## src/rtl/jtag_pkg.sv

```systemverilog
// rtl/jtag_pkg.sv - TAP state encoding, instruction codes and DR select type
// Shared by the TAP FSM, the top level and anything decoding state_o.
package jtag_pkg;

  typedef enum logic [3:0] {
    ST_TLR      = 4'd0,
    ST_RTI      = 4'd1,
    ST_SEL_DR   = 4'd2,
    ST_CAP_DR   = 4'd3,
    ST_SHIFT_DR = 4'd4,
    ST_EXIT1_DR = 4'd5,
    ST_PAUSE_DR = 4'd6,
    ST_EXIT2_DR = 4'd7,
    ST_UPD_DR   = 4'd8,
    ST_SEL_IR   = 4'd9,
    ST_CAP_IR   = 4'd10,
    ST_SHIFT_IR = 4'd11,
    ST_EXIT1_IR = 4'd12,
    ST_PAUSE_IR = 4'd13,
    ST_EXIT2_IR = 4'd14,
    ST_UPD_IR   = 4'd15
  } tap_state_e;

  typedef enum logic [1:0] {
    DR_BYPASS,
    DR_IDCODE,
    DR_BSR,
    DR_USER
  } dr_sel_e;

  localparam logic [31:0] INST_BYPASS         = 32'hFFFF_FFFF;
  localparam logic [31:0] INST_IDCODE         = 32'd1;
  localparam logic [31:0] INST_SAMPLE_PRELOAD = 32'd2;
  localparam logic [31:0] INST_EXTEST         = 32'd3;
  localparam logic [31:0] INST_INTEST         = 32'd4;
  localparam logic [31:0] INST_USER_BASE      = 32'd8;

  // Truncates an instruction code to an IR of ir_w bits (BYPASS becomes all ones).
  function automatic logic [31:0] inst_code(input int unsigned ir_w, input logic [31:0] code);
    logic [31:0] mask;
    mask = (ir_w >= 32) ? 32'hFFFF_FFFF : ((32'd1 << ir_w) - 32'd1);
    return code & mask;
  endfunction

endpackage

```

## src/rtl/jtag_tap_fsm.sv

```systemverilog
// rtl/jtag_tap_fsm.sv - 16-state TAP controller with registered phase strobes
// Strobes are registered from the next state, so they track state_o exactly.
module jtag_tap_fsm
  import jtag_pkg::*;
(
  input  logic       tck,
  input  logic       rst_n,
  input  logic       tms,
  output tap_state_e state_o,
  output logic       tlr_o,
  output logic       capture_ir_o,
  output logic       shift_ir_o,
  output logic       update_ir_o,
  output logic       capture_dr_o,
  output logic       shift_dr_o,
  output logic       update_dr_o
);

  tap_state_e state_q, state_d;
  logic tlr_q, cap_ir_q, shift_ir_q, upd_ir_q, cap_dr_q, shift_dr_q, upd_dr_q;

  always_comb begin
    state_d = state_q;
    unique case (state_q)
      ST_TLR:      state_d = tms ? ST_TLR      : ST_RTI;
      ST_RTI:      state_d = tms ? ST_SEL_DR   : ST_RTI;
      ST_SEL_DR:   state_d = tms ? ST_SEL_IR   : ST_CAP_DR;
      ST_CAP_DR:   state_d = tms ? ST_EXIT1_DR : ST_SHIFT_DR;
      ST_SHIFT_DR: state_d = tms ? ST_EXIT1_DR : ST_SHIFT_DR;
      ST_EXIT1_DR: state_d = tms ? ST_UPD_DR   : ST_PAUSE_DR;
      ST_PAUSE_DR: state_d = tms ? ST_EXIT2_DR : ST_PAUSE_DR;
      ST_EXIT2_DR: state_d = tms ? ST_UPD_DR   : ST_SHIFT_DR;
      ST_UPD_DR:   state_d = tms ? ST_SEL_DR   : ST_RTI;
      ST_SEL_IR:   state_d = tms ? ST_TLR      : ST_CAP_IR;
      ST_CAP_IR:   state_d = tms ? ST_EXIT1_IR : ST_SHIFT_IR;
      ST_SHIFT_IR: state_d = tms ? ST_EXIT1_IR : ST_SHIFT_IR;
      ST_EXIT1_IR: state_d = tms ? ST_UPD_IR   : ST_PAUSE_IR;
      ST_PAUSE_IR: state_d = tms ? ST_EXIT2_IR : ST_PAUSE_IR;
      ST_EXIT2_IR: state_d = tms ? ST_UPD_IR   : ST_SHIFT_IR;
      ST_UPD_IR:   state_d = tms ? ST_SEL_DR   : ST_RTI;
    endcase
  end

  always_ff @(posedge tck or negedge rst_n) begin
    if (!rst_n) begin
      state_q    <= ST_TLR;
      tlr_q      <= 1'b1;
      cap_ir_q   <= 1'b0;
      shift_ir_q <= 1'b0;
      upd_ir_q   <= 1'b0;
      cap_dr_q   <= 1'b0;
      shift_dr_q <= 1'b0;
      upd_dr_q   <= 1'b0;
    end else begin
      state_q    <= state_d;
      tlr_q      <= (state_d == ST_TLR);
      cap_ir_q   <= (state_d == ST_CAP_IR);
      shift_ir_q <= (state_d == ST_SHIFT_IR);
      upd_ir_q   <= (state_d == ST_UPD_IR);
      cap_dr_q   <= (state_d == ST_CAP_DR);
      shift_dr_q <= (state_d == ST_SHIFT_DR);
      upd_dr_q   <= (state_d == ST_UPD_DR);
    end
  end

  assign state_o      = state_q;
  assign tlr_o        = tlr_q;
  assign capture_ir_o = cap_ir_q;
  assign shift_ir_o   = shift_ir_q;
  assign update_ir_o  = upd_ir_q;
  assign capture_dr_o = cap_dr_q;
  assign shift_dr_o   = shift_dr_q;
  assign update_dr_o  = upd_dr_q;

endmodule

```

## src/rtl/jtag_tap_param.sv

```systemverilog
// rtl/jtag_tap_param.sv - parametrised TAP: IR, DR mux, BSR and user update latches
// Shift registers move on posedge tck; tdo and every update latch move on negedge tck.
module jtag_tap_param
  import jtag_pkg::*;
#(
  parameter int unsigned IR_W   = 5,
  parameter logic [31:0] IDCODE = 32'hDEADBEEF,
  parameter int unsigned BSR_W  = 10,
  parameter int unsigned N_USER = 2,
  parameter int unsigned USER_W = 8
) (
  input  logic                     tck,
  input  logic                     rst_n,
  input  logic                     tms,
  input  logic                     tdi,
  output logic                     tdo,
  output logic                     tdo_en,
  input  logic [BSR_W-1:0]         bsr_pi,
  output logic [BSR_W-1:0]         bsr_po,
  output logic                     extest_o,
  output logic                     intest_o,
  input  logic [N_USER*USER_W-1:0] user_pi,
  output logic [N_USER*USER_W-1:0] user_po,
  output logic [N_USER-1:0]        user_upd,
  output logic [IR_W-1:0]          ir_o,
  output logic [3:0]               state_o
);

  localparam int unsigned UW_ALL = N_USER * USER_W;
  localparam logic [IR_W-1:0] IR_IDCODE = IR_W'(inst_code(IR_W, INST_IDCODE));

  tap_state_e state;
  logic tlr, capture_ir, shift_ir, update_ir, capture_dr, shift_dr, update_dr;

  jtag_tap_fsm u_fsm (
    .tck          (tck),
    .rst_n        (rst_n),
    .tms          (tms),
    .state_o      (state),
    .tlr_o        (tlr),
    .capture_ir_o (capture_ir),
    .shift_ir_o   (shift_ir),
    .update_ir_o  (update_ir),
    .capture_dr_o (capture_dr),
    .shift_dr_o   (shift_dr),
    .update_dr_o  (update_dr)
  );

  logic [IR_W-1:0]   ir_sr_q, ir_sr_d, ir_q, ir_d;
  logic              byp_q, byp_d;
  logic [31:0]       id_sr_q, id_sr_d;
  logic [BSR_W-1:0]  bsr_sr_q, bsr_sr_d, bsr_po_q, bsr_po_d;
  logic [UW_ALL-1:0] user_sr_q, user_sr_d, user_po_q, user_po_d;
  logic [N_USER-1:0] user_upd_q, user_upd_d, user_sel;
  logic              tdo_q, tdo_d, tdo_en_q, tdo_en_d;
  logic              ir_is_bypass;
  logic [31:0]       ir_ext;
  dr_sel_e           dr_sel;

  // Codes wider than the IR can never match, and all-ones always wins as BYPASS.
  assign ir_ext       = 32'(ir_q);
  assign ir_is_bypass = &ir_q;

  always_comb begin
    dr_sel   = DR_BYPASS;
    user_sel = '0;
    if (!ir_is_bypass) begin
      if (ir_ext == INST_IDCODE) begin
        dr_sel = DR_IDCODE;
      end else if (ir_ext == INST_SAMPLE_PRELOAD || ir_ext == INST_EXTEST ||
                   ir_ext == INST_INTEST) begin
        dr_sel = DR_BSR;
      end else begin
        for (int unsigned k = 0; k < N_USER; k++) begin
          if (ir_ext == INST_USER_BASE + k) begin
            dr_sel      = DR_USER;
            user_sel[k] = 1'b1;
          end
        end
      end
    end
  end

  assign extest_o = !ir_is_bypass && (ir_ext == INST_EXTEST);
  assign intest_o = !ir_is_bypass && (ir_ext == INST_INTEST);

  always_comb begin
    ir_sr_d = ir_sr_q;
    if (capture_ir) begin
      ir_sr_d = IR_W'(2'b01);
    end else if (shift_ir) begin
      ir_sr_d = {tdi, ir_sr_q[IR_W-1:1]};
    end
  end

  // Only the register selected by the active instruction captures or shifts.
  always_comb begin
    byp_d     = byp_q;
    id_sr_d   = id_sr_q;
    bsr_sr_d  = bsr_sr_q;
    user_sr_d = user_sr_q;
    if (capture_dr) begin
      case (dr_sel)
        DR_BYPASS: byp_d    = 1'b0;
        DR_IDCODE: id_sr_d  = IDCODE;
        DR_BSR:    bsr_sr_d = bsr_pi;
        DR_USER: begin
          for (int unsigned k = 0; k < N_USER; k++) begin
            if (user_sel[k]) user_sr_d[k*USER_W +: USER_W] = user_pi[k*USER_W +: USER_W];
          end
        end
      endcase
    end else if (shift_dr) begin
      case (dr_sel)
        DR_BYPASS: byp_d    = tdi;
        DR_IDCODE: id_sr_d  = {tdi, id_sr_q[31:1]};
        DR_BSR:    bsr_sr_d = (bsr_sr_q >> 1) | (BSR_W'(tdi) << (BSR_W - 1));
        DR_USER: begin
          for (int unsigned k = 0; k < N_USER; k++) begin
            if (user_sel[k]) begin
              user_sr_d[k*USER_W +: USER_W] =
                (user_sr_q[k*USER_W +: USER_W] >> 1) | (USER_W'(tdi) << (USER_W - 1));
            end
          end
        end
      endcase
    end
  end

  always_comb begin
    tdo_d    = 1'b0;
    tdo_en_d = shift_ir | shift_dr;
    if (shift_ir) begin
      tdo_d = ir_sr_q[0];
    end else if (shift_dr) begin
      case (dr_sel)
        DR_BYPASS: tdo_d = byp_q;
        DR_IDCODE: tdo_d = id_sr_q[0];
        DR_BSR:    tdo_d = bsr_sr_q[0];
        DR_USER: begin
          for (int unsigned k = 0; k < N_USER; k++) begin
            if (user_sel[k]) tdo_d = user_sr_q[k*USER_W];
          end
        end
      endcase
    end
  end

  always_comb begin
    ir_d       = ir_q;
    bsr_po_d   = bsr_po_q;
    user_po_d  = user_po_q;
    user_upd_d = '0;
    if (tlr) begin
      ir_d      = IR_IDCODE;
      bsr_po_d  = '0;
      user_po_d = '0;
    end else if (update_ir) begin
      ir_d = ir_sr_q;
    end else if (update_dr) begin
      if (dr_sel == DR_BSR) bsr_po_d = bsr_sr_q;
      if (dr_sel == DR_USER) begin
        user_upd_d = user_sel;
        for (int unsigned k = 0; k < N_USER; k++) begin
          if (user_sel[k]) user_po_d[k*USER_W +: USER_W] = user_sr_q[k*USER_W +: USER_W];
        end
      end
    end
  end

  always_ff @(posedge tck or negedge rst_n) begin
    if (!rst_n) begin
      ir_sr_q   <= '0;
      byp_q     <= 1'b0;
      id_sr_q   <= '0;
      bsr_sr_q  <= '0;
      user_sr_q <= '0;
    end else begin
      ir_sr_q   <= ir_sr_d;
      byp_q     <= byp_d;
      id_sr_q   <= id_sr_d;
      bsr_sr_q  <= bsr_sr_d;
      user_sr_q <= user_sr_d;
    end
  end

  // user_upd is rebuilt every negedge, so a pulse lasts exactly one tck period.
  always_ff @(negedge tck or negedge rst_n) begin
    if (!rst_n) begin
      ir_q       <= IR_IDCODE;
      bsr_po_q   <= '0;
      user_po_q  <= '0;
      user_upd_q <= '0;
      tdo_q      <= 1'b0;
      tdo_en_q   <= 1'b0;
    end else begin
      ir_q       <= ir_d;
      bsr_po_q   <= bsr_po_d;
      user_po_q  <= user_po_d;
      user_upd_q <= user_upd_d;
      tdo_q      <= tdo_d;
      tdo_en_q   <= tdo_en_d;
    end
  end

  assign tdo      = tdo_q;
  assign tdo_en   = tdo_en_q;
  assign bsr_po   = bsr_po_q;
  assign user_po  = user_po_q;
  assign user_upd = user_upd_q;
  assign ir_o     = ir_q;
  assign state_o  = state;

endmodule

```

## config.mk

```make
export PLATFORM = sky130hd
export DESIGN_NAME = jtag_tap_param
export DESIGN_NICKNAME = d
export VERILOG_FILES = /design/src/rtl/jtag_pkg.sv /design/src/rtl/jtag_tap_fsm.sv /design/src/rtl/jtag_tap_param.sv
export SDC_FILE = /design/constraint.sdc
export NUM_CORES = 1
export LEC_CHECK = 0
export ABC_CLOCK_PERIOD_IN_PS = 2730
export BUFFER_PORTS_ARGS = -buffer_cell sky130_fd_sc_hd__buf_2
export CORE_MARGIN = 2
export CORE_UTILIZATION = 61
export DETAILED_ROUTE_END_ITERATION = 10
export PLACE_DENSITY_LB_ADDON = 0.05
export REMOVE_ABC_BUFFERS = 1
export SLEW_MARGIN = 30
export SYNTH_ARGS = -nofsm -noshare
export SYNTH_HDL_FRONTEND = slang
export SYNTH_SLANG_ARGS = --single-unit
```

## constraint.sdc

```tcl
create_clock -name tck -period 2.73 [get_ports tck]
set_input_delay 0.1365 -clock tck [delete_from_list [all_inputs] [get_ports tck]]
set_output_delay 0.1365 -clock tck [all_outputs]
set_load 0.01 [all_outputs]
```

---- Word level (Yosys, flattened, before mapping) ----
Cells that the tools add are included.
Widths: inputs -> output; s select.
storage, ports and cells
  register bits after elaboration ......... 110
  bits in latches ......................... 0
  bits in writable memories ............... 0
  bits in read-only memories .............. 0
  input port bits ......................... 30
  output and inout port bits .............. 41
  logic and storage cells ................. 162
  memories kept ........................... 0
cells by class
  add/sub/neg operators ................... 0
  multipliers ............................. 0
  divide/modulo/power cells ............... 0
  magnitude comparators ................... 0
  equal/unequal tests ..................... 43
  shifts and indexed selects .............. 0
  multiplexer cells ....................... 66
  bitwise operators ....................... 4
  reduce and logical (&&, ||, !) cells .... 28
operators by type and width
  kind                count
  $mux 16             8
  $mux 32             4
  $mux 10             8
  $eq 4x4->1 const B  12
  $mux 8              6
  $pmux 4 s12         1
  $mux 2              15
  $ne 2x2->1 const B  12
  $eq 4x3->1 const B  5
  $mux 5              4
  $mux 4              4
  $or 7x8->8          2
  $reduce_bool 2->1   8
  $reduce_and 5->1    3
  $mux 1              13
  $eq 4x2->1 const B  3
  $reduce_and 3->1    4
  $eq 5x2->1 const B  2
  $eq 5x4->1 const B  2
  $or 9x10->10        1
  $logic_not 4->1     2
  $reduce_and 4->1    2
  $mux 3              2
  $eq 5x1->1 const B  1
  13 further kinds    17

---- Logic depth before layout (Yosys ltp) ----
  depth in word-level cells ............... 11
  gate-level depth with buffers ........... 7
  gate-level depth less buffers ........... 5

---- Hierarchy ----
From an unflattened synthesis, not the netlist that was laid out.
unflattened totals
  cell total of the unflattened synthesis .. 467
  area, all modules ....................... 4,813.4 sq um
modules (own cells, without submodules)
  module          times used  cells each  area an instance (sq um)  seq. area each (sq um)
  jtag_tap_param  1           409         4,247.8                   2,478.6
  jtag_tap_fsm    1           58          565.5                     276.5

==> impl_metrics.env <==
export IMPL_p_clk_frac=0.162
export IMPL_leakage_uw=0.00286
export IMPL_hold_class="primary input to flip-flop"
export IMPL_worstSetupEndpointType="flip-flop"
export IMPL_violations="negative setup slack"
export IMPL_synth_edf_count=0
export IMPL_port_buffers=70
export IMPL_synth_warnings=0
export IMPL_start_util=0.624
export IMPL_design_area_mm2=0.00661
export IMPL_clock_sinks=110
export IMPL_synth_adder_area_share=0
export IMPL_rrSetupSlack_ps=-440
export IMPL_p_sw_uw=2320
export IMPL_timing_final_ws_setup_ps=-439
export IMPL_nets=634
export IMPL_routabilityCongestion=0.809
export IMPL_vias_per_cell=6.19
export IMPL_preCtsSetupSlack_ps=-427
export IMPL_ys_flop_type="dfrtp_1"
export IMPL_rsz0062_at_grt="yes"
export IMPL_switching_share=0.398
export IMPL_cts_max_level=3
export IMPL_yosys_register_bits=110
export IMPL_cp_max_fo=5
export IMPL_clk_pin_slew_ps=110
export IMPL_drt_iter0_markers=279
export IMPL_clk_path_buf_depth=2
export IMPL_antenna_found_initial=0
export IMPL_power_internal_uw=3520
export IMPL_drt_pass1_iterations=5
export IMPL_cts_tree="yes"
export IMPL_finalClockSkew_ps=52.2
export IMPL_worstPathRequired_ps=2990
export IMPL_slew_viol_final=0
export IMPL_synth_compound_area_frac=0.201
export IMPL_cts_buffers=9
export IMPL_wire_per_inst_um=20.0
export IMPL_async_reset_ff_frac=1.00
export IMPL_die_width_um=92.7
export IMPL_power_frac_seq=0.402
export IMPL_final_layout_size_suffix_gt1_frac=0.404
export IMPL_drc=0
export IMPL_multi_input_area_mm2=0.00243
export IMPL_synth_distinct_cells=45
export IMPL_yosys_mux_area_fraction=0.0188
export IMPL_arrival_ps=3430
export IMPL_regArea_mm2=0.00276
export IMPL_cp_start_kind="flip-flop"
export IMPL_dp_hpwl_mm=7.09
export IMPL_reg2reg_from="ir_o[2]"
export IMPL_finalSetupViolCount=62
export IMPL_grt_pass1_vias=4141
export IMPL_rr_worst_depth=6
export IMPL_yosys_area_share_simple=0.158
export IMPL_root_buffer="clkbuf_8"
export IMPL_core_area_mm2=0.00769
export IMPL_diodes=0
export IMPL_grt_max_degree=45
export IMPL_fp_row_count=32
export IMPL_place_area_mm2=0.00544
export IMPL_syn_area_mm2=0.00480
export IMPL_slew_headroom=0.620
export IMPL_synth_top_family_by_area="compound AO/OA/AOI/OAI gates"
export IMPL_startpoint="ir_o[2]"
export IMPL_num_vias=4404
export IMPL_avgSynthCellArea_um2=9.62
export IMPL_postRouteAntennaNets=0
export IMPL_grt_usage=0.299
export IMPL_power_density_mw_per_mm2=884
export IMPL_grt_overflow_total=0
export IMPL_wl_mm=14.2
export IMPL_hold_viol_final=0
export IMPL_area_growth_pct=37.8
export IMPL_fillers=403
export IMPL_grt_pass1_wl_mm=20.2
export IMPL_synth_cells=499
export IMPL_final_util=0.860
export IMPL_dieArea_mm2=0.00859
export IMPL_die_y_um=92.7
export IMPL_worst_pin_slew_ps=569
export IMPL_io_pins=71
export IMPL_cap_viol_max_count=0
export IMPL_timing_rr_end="bsr_sr_q[5]"
export IMPL_crit_end="bsr_sr_q[5]"
export IMPL_synthXorXnorAreaFrac=0.00182
export IMPL_clk_latency_ps=400
export IMPL_outcome="finished, violations left"
export IMPL_critPathKind="flip-flop to flip-flop"
export IMPL_power_share_combinational=0.435
export IMPL_peakVddDrop_mv=0.734
export IMPL_synth_seq_area_share=0.574
-- how the worst min path moves through the flow --
| stage | startpoint | endpoint | slack [ps] | depth (start not counted) |
|---|---|---|---|---|
| 2_1_floorplan | rst_n | bsr_sr_q[0] | -160 | 0 |
| 3_3_place_gp | rst_n | user_sr_q[2] | 160 | 1 |
| 3_5_place_dp | rst_n | user_sr_q[3] | 170 | 1 |
| 4_1_cts | bsr_pi[4] | bsr_sr_q[4] | 20 | 3 |
| 5_1_grt | user_pi[12] | user_sr_q[12] | 30 | 3 |
| 6_report | user_pi[11] | user_sr_q[11] | 30 | 3 |
-- kinds of logic after synthesis --
group | count (synthesis)
AOI/OAI and AO/OA | 164
muxes | 9
DFF | 110
buffers and inverters | 52
xor gates and xnor gates | 1
and+or+nand+nor | 163
-- flip-flops by register name (all words and copies together), names as in the netlist, 2 cells and up --
name / count
id_sr_q: 32
user_upd: 2
u_fsm.state_o: 4
bsr_sr_q: 10
ir_sr_q: 5
user_sr_q: 16
ir_o: 5
user_po: 16
bsr_po: 10
-- cell usage after synthesis (all sizes together) (2+ instances only) --
library cell	number	share of area
nor2b	7	0.0091
a211o	3	0.0055
nor2	56	0.044
a21oi	73	0.076
dfrtp	74	0.39
nor3	7	0.0083
a211oi	3	0.0073
dfstp	2	0.011
buf	9	0.013
nand3	35	0.036
and3b	2	0.0037
o21ai	13	0.014
or3b	2	0.0042
mux2i	9	0.019
nand2	41	0.034
and3	2	0.0026
o22ai	52	0.068
inv	14	0.011
a31oi	9	0.012
a22o	2	0.0037
dfrtn	34	0.18
nand2b	6	0.0078
clkbuf	28	0.022
-- power by group through the flow --
stage	Sequential (µW)	Clock, µW	Combinational (µW)
after floorplan	2290	4.58	876
after global placement	2260	4.58	1370
after detailed placement	2280	4.58	1440
after CTS	2280	933	2010
after global routing	2390	1010	2720
final	2350	949	2540
-- per-stage QoR --
step	setup TNS, ps	hold slack, ps	total power (µW)	std cells
after floorplan	-102950	-159	3170	462
after global placement	-16730	157	3630	671
after detailed placement	-19850	165	3720	671
after CTS	-15930	22.1	5230	704
after global routing	-21870	25.5	6120	711
final	-18050	28.1	5840	711
-- final cells by class --
type / count / share of cell area
clock buffer: 9 / 0.0187
clock inverter: 8 / 0.00946
inverter: 14 / 0.00795
multi-input combinational: 339 / 0.368
sequential: 110 / 0.417
tap: 102 / 0.0193
timing repair buffer: 129 / 0.160
-- routing by layer --
metal | up-vias | wire length [µm] | global-route usage
li1 | 2000 | - | -
met1 | 2181 | 5590 | 0.404
met2 | 198 | 7500 | 0.509
met3 | 25 | 797 | 0.0399
met4 | 0 | 315 | 0.0931
met5 | - | 0 | 0
-- cells in the final DEF (no fill, tap or decap), types with 3 or more instances in the layout --
master / synthesis / layout
o21ai_0: 13 / 4
dfrtn_1: 34 / 34
nor2_2: 0 / 6
o22ai_2: 0 / 13
a211o_1: 3 / 3
nor3_1: 6 / 3
nand2_8: 0 / 3
clkbuf_8: 0 / 9
nand3_1: 35 / 27
buf_12: 0 / 6
buf_4: 1 / 33
nand3_2: 0 / 8
a21oi_1: 73 / 52
a31oi_1: 9 / 6
buf_6: 2 / 15
nor3_4: 0 / 4
clkinv_4: 0 / 3
mux2i_1: 9 / 9
nand2b_1: 6 / 5
o21ai_2: 0 / 3
o22ai_1: 52 / 33
nor2_1: 56 / 33
dfrtp_1: 74 / 74
buf_8: 0 / 3
nor2b_1: 7 / 6
o21ai_1: 0 / 6
a21oi_2: 0 / 21
nor2_4: 0 / 17
nand2_1: 38 / 32
o22ai_4: 0 / 6
buf_2: 6 / 66
nand2_2: 3 / 7
inv_1: 14 / 14
buf_16: 0 / 4
-- critical path: stages (launching register included) --
cell	delay (ps)
dfrtn_1	470
or3b_4	430
a211oi_4	290
buf_6	200
nand2_8	80
o22ai_2	170
a21oi_2	90
-- what timing repair did --
action	in CTS	in global routing
resized for setup	87	76
buffers inserted	10	7
setup endpoints to repair	62	68
endpoints found under the hold margin	5	0
cloned	6	2
pin swaps	20	6
hold buffers	1	0
No activity file was read; power rests on OpenSTA's default activity.
